`config.mk`:
```
export PLATFORM = sky130hd
export DESIGN_NAME = ttt_game_ctrl
export DESIGN_NICKNAME = d
export VERILOG_FILES = /design/src/rtl/ttt_game_ctrl.sv
export SDC_FILE = /design/constraint.sdc
export NUM_CORES = 1
export LEC_CHECK = 0
export ABC_AREA = 1
export CORE_UTILIZATION = 28
export CTS_BUF_LIST = sky130_fd_sc_hd__clkbuf_4
export DETAILED_ROUTE_END_ITERATION = 7
export HOLD_SLACK_MARGIN = 0.06
export PLACE_DENSITY = 0.46
export SLEW_MARGIN = 15
export SYNTH_ARGS = -nofsm -noshare
export SYNTH_HDL_FRONTEND = slang
export SYNTH_SLANG_ARGS = --single-unit
```
`constraint.sdc`:
```
create_clock -name clk_10000Hz -period 4.55 [get_ports clk_10000Hz]
set_clock_uncertainty 0.1 [all_clocks]
set_input_delay 0.455 -clock clk_10000Hz [delete_from_list [all_inputs] [get_ports clk_10000Hz]]
set_output_delay 0.455 -clock clk_10000Hz [all_outputs]
set_load 0.05 [all_outputs]
```
`src/rtl/ttt_game_ctrl.sv`:
```
// Tic-tac-toe game sequencer: takes keypad cell strobes, keeps the 3x3 board,
// alternates turns and flags win/draw for the display and board-LED logic.
module ttt_game_ctrl #(
    parameter logic FIRST_PLAYER = 1'b0
) (
    input  logic       clk_10000Hz,
    input  logic       reset,
    input  logic       key_valid,
    input  logic [3:0] key_code,
    input  logic       new_game,
    output logic       whosTurn,
    output logic [1:0] gameend,
    output logic [8:0] board_o,
    output logic [8:0] board_x,
    output logic [3:0] move_count,
    output logic       illegal_move
);

    typedef enum logic [1:0] {StPlay, StCheck, StEnd} state_e;

    state_e     state_q, state_d;
    logic       turn_q, turn_d;
    logic [1:0] gameend_q, gameend_d;
    logic [8:0] board_o_q, board_o_d;
    logic [8:0] board_x_q, board_x_d;
    logic [3:0] count_q, count_d;
    logic       illegal_q, illegal_d;

    logic       key_in_range;
    logic [8:0] key_mask;
    logic [8:0] mover_board;

    // True when the bitmap covers any of the 8 winning lines.
    function automatic logic has_line(input logic [8:0] b);
        return (&{b[0], b[1], b[2]}) || (&{b[3], b[4], b[5]}) || (&{b[6], b[7], b[8]}) ||
               (&{b[0], b[3], b[6]}) || (&{b[1], b[4], b[7]}) || (&{b[2], b[5], b[8]}) ||
               (&{b[0], b[4], b[8]}) || (&{b[2], b[4], b[6]});
    endfunction

    // Decode the key into a one-hot cell mask; out-of-range codes yield no cell.
    always_comb begin
        key_in_range = (key_code <= 4'd8);
        key_mask     = key_in_range ? (9'd1 << key_code) : 9'd0;
        mover_board  = turn_q ? board_x_q : board_o_q;
    end

    // Next-state and output computation; new_game overrides everything, including a key.
    always_comb begin
        state_d   = state_q;
        turn_d    = turn_q;
        gameend_d = gameend_q;
        board_o_d = board_o_q;
        board_x_d = board_x_q;
        count_d   = count_q;
        illegal_d = 1'b0;

        if (new_game) begin
            state_d   = StPlay;
            turn_d    = FIRST_PLAYER;
            gameend_d = 2'b00;
            board_o_d = 9'd0;
            board_x_d = 9'd0;
            count_d   = 4'd0;
        end else begin
            unique case (state_q)
                StPlay: begin
                    if (key_valid) begin
                        if (key_in_range && ((key_mask & (board_o_q | board_x_q)) == 9'd0)) begin
                            if (turn_q) board_x_d = board_x_q | key_mask;
                            else        board_o_d = board_o_q | key_mask;
                            count_d = count_q + 4'd1;
                            state_d = StCheck;
                        end else begin
                            illegal_d = 1'b1;
                        end
                    end
                end
                StCheck: begin
                    // Win is checked before draw so a winning 9th move is a win.
                    if (has_line(mover_board)) begin
                        gameend_d = turn_q ? 2'b10 : 2'b01;
                        state_d   = StEnd;
                    end else if (count_q == 4'd9) begin
                        gameend_d = 2'b11;
                        state_d   = StEnd;
                    end else begin
                        turn_d  = ~turn_q;
                        state_d = StPlay;
                    end
                end
                StEnd: begin
                    state_d = StEnd;
                end
                default: begin
                    state_d = StPlay;
                end
            endcase
        end
    end

    // State and registered outputs.
    always_ff @(posedge clk_10000Hz or negedge reset) begin
        if (!reset) begin
            state_q   <= StPlay;
            turn_q    <= FIRST_PLAYER;
            gameend_q <= 2'b00;
            board_o_q <= 9'd0;
            board_x_q <= 9'd0;
            count_q   <= 4'd0;
            illegal_q <= 1'b0;
        end else begin
            state_q   <= state_d;
            turn_q    <= turn_d;
            gameend_q <= gameend_d;
            board_o_q <= board_o_d;
            board_x_q <= board_x_d;
            count_q   <= count_d;
            illegal_q <= illegal_d;
        end
    end

    assign whosTurn     = turn_q;
    assign gameend      = gameend_q;
    assign board_o      = board_o_q;
    assign board_x      = board_x_q;
    assign move_count   = count_q;
    assign illegal_move = illegal_q;

endmodule

```
==> results_dict.tcl <==
set metrics [dict create \
    drt_iter0_markers 83 \
    fmax_mhz 386.0 \
    slew_viol_final 0 \
    p_leak_uw 0.001222 \
    gp_congestion 0.8167 \
    drc 0 \
    crit_chain "clkdlybuf4s50_1" \
    cts-root-buf "clkbuf_4" \
    finalHoldViolCount 0 \
    syn2layout_area_growth_pct 23.38 \
    final_nets 323 \
    grt_pass1_vias 1830 \
    clockBufferDepth 2 \
    utilization_pct 35.67 \
    postCtsSetupRepairBufs 0 \
    diodes 0 \
    synth_ff_type "dfrtp_1" \
    synth_edf_count 0 \
    cp_top_family "buffers and inverters" \
    cp_slowest_stage_delay_ns 0.92 \
    clk_pin_slew_ns 0.17 \
    routedWlPerCell_microns 13.40 \
    start_util_pct 28.91 \
    synth_area_leaders "dfrtp_1 (36%), nand2_1 (21%), nand4_1 (7.6%)" \
    die_h_microns 85.76 \
    die_area_sq_um 7355 \
    worst-setup-path-type "reg -> out" \
    synth_top_area_cell "dfrtp_1" \
    powerDensity_nw_per_um2 311.7 \
    synth_top_area_share_pct 35.67 \
    grt_max_degree 29 \
    yosysMostFrequentCell "nand2_1" \
    cp_num_buf_inv 1 \
    synth-seq-cells 28 \
    dieWidth_microns 85.76 \
    tns_ns 0 \
    crit_path_end_kind "output pin" \
    wirelength_microns 5466 \
    multiInputGateArea_sq_um 1060 \
    status "finished, final reports clean" \
    ios 34 \
    fin_crit_ns 2.591 \
    syn_area_sq_um 1964 \
    ys_warn_count 0 \
    yosys-top-cells-count "nand2_1 (108), inv_1 (32), dfrtp_1 (28), nand4_1 (24), a21oi_1 (17)" \
    syn_avg_cell_area_sq_um 6.991 \
    cp-start-kind "register" \
    ant_nets 0 \
    async_reset_ff_share_pct 100.0 \
    cap_violations 0 \
    yosysSeqAreaShare_pct 35.67 \
    synth_cell_types 28 \
    max_slew.worst_pin.slew_ns 0.8742 \
    antenna_found_initial 0 \
    overflow 0 \
    rows 30 \
    dp_cells 404 \
    fin_crit_sh_pct 56.94 \
    slowest_stage "clkdlybuf4s50_1" \
    worst-path-stages 1 \
    post_cts_resized 0 \
    syn_nets 291 \
    core_sq_um 6794 \
    ctsHoldBuffers 0 \
    insertion_delay_ns 0.34 \
    rsz0062_at_grt "false" \
    cts_max_level 1 \
    r2r_cells 11 \
    setup_viol 0 \
    whs_ns 0.3703 \
    vias_per_cell 4.520 \
    firstDrtPassIters 4 \
    critPathRequiredTime_ns 3.99 \
    grt_pass1_wl_microns 9294 \
    relSlewSlack_pct 41.54 \
    final_cells 408 \
    dp_hpwl_microns 4083 \
    cts_made_buffers 3 \
    synthCells 281 \
    port_buffers 33 \
    grt.total_usage_pct 16.13 \
    hp-class "in -> async" \
    arrival_ns 2.04 \
    cp_max_fo 16 \
    final-seq-area_sq_um 700.7 \
    drive_above_1_share_pct 9.936 \
    via_count 1844 \
    ir_worst_vdd_uv 127.9 \
    clock_sinks 28 \
    fillerInstances 744 \
    cts_tree "yes" \
]
flip-flops by register name, summed over array words and instances (netlist names):
name	count
board_o	9
board_x	9
gameend	2
illegal_move	1
move_count	4
state_q	2
whosTurn	1
cells by family (layout without fill, tap and decap cells):
group	after synthesis	count (layout)	synth area share [%]
flip-flops	28	28	35.67
buffers and inverters	44	75	10.38
AO/OA/AOI/OAI	24	24	7.006
XOR/XNOR	2	2	0.8919
adder cells (fa/ha/maj)	2	2	1.274
AND/OR/NAND/NOR	181	181	44.78
layer usage:
layer	vias up	part of all wire, %	global-route usage [%]
met1	847	49	22.62
met3	4	3.0	1.732
li1	963	-	-
met5	-	0	0
met4	0	0.73	3.182
met2	30	47	27.05
per-stage QoR:
stage	area, sq um	total power [uW]	setup WS [ns]
2_1_floorplan	1964	498.3	2.692
3_3_place_gp	2371	593.0	1.835
3_5_place_dp	2371	593.2	1.792
4_1_cts	2424	765.7	1.948
5_1_grt	2424	803.0	1.853
6_report	2424	755.5	1.959
final cells by class:
class / instances / area share (%)
clock buffers: 3 / 0.9293
clock inverters: 1 / 1.239
inverters: 37 / 6.298
multi-input cells: 209 / 43.73
flip-flops and latches: 28 / 28.91
well taps: 96 / 4.956
repair buffers: 34 / 13.94
report_power, final:
group | internal [uW] | switching [uW]
Clock | 89.1 | 81.1
Sequential | 272 | 35.0
Combinational | 85.0 | 194
final timing paths:
kind | slack (ns) | to | startpoint
setup / recovery | 1.96 | whosTurn | whosTurn
hold / removal | 0.37 | gameend[0] | reset
setup reg to reg | 2.39 | state_q[1] | whosTurn
hold reg to reg | 0.43 | board_o[3] | board_o[3]
max in group asynchronous | 3.71 | board_x[8] | reset
min in group clk_10000Hz | 0.43 | board_o[3] | board_o[3]
cells in the final DEF, fill, tap and decap left out, drive strengths merged:
master,Yosys,routed
clkdlybuf4s50,0,33
or2,1,1
bufinv,1,2
a21oi,17,17
xor2,2,2
inv,36,36
nand3,13,13
nand2,119,119
nand3b,3,3
buf,4,1
ha,2,2
dfrtp,28,28
nor4,1,1
o21ai,6,6
nor2,20,20
nand4,24,24
clkbuf,3,3
a21o,1,1
Power figures use the tool's default switching activity.
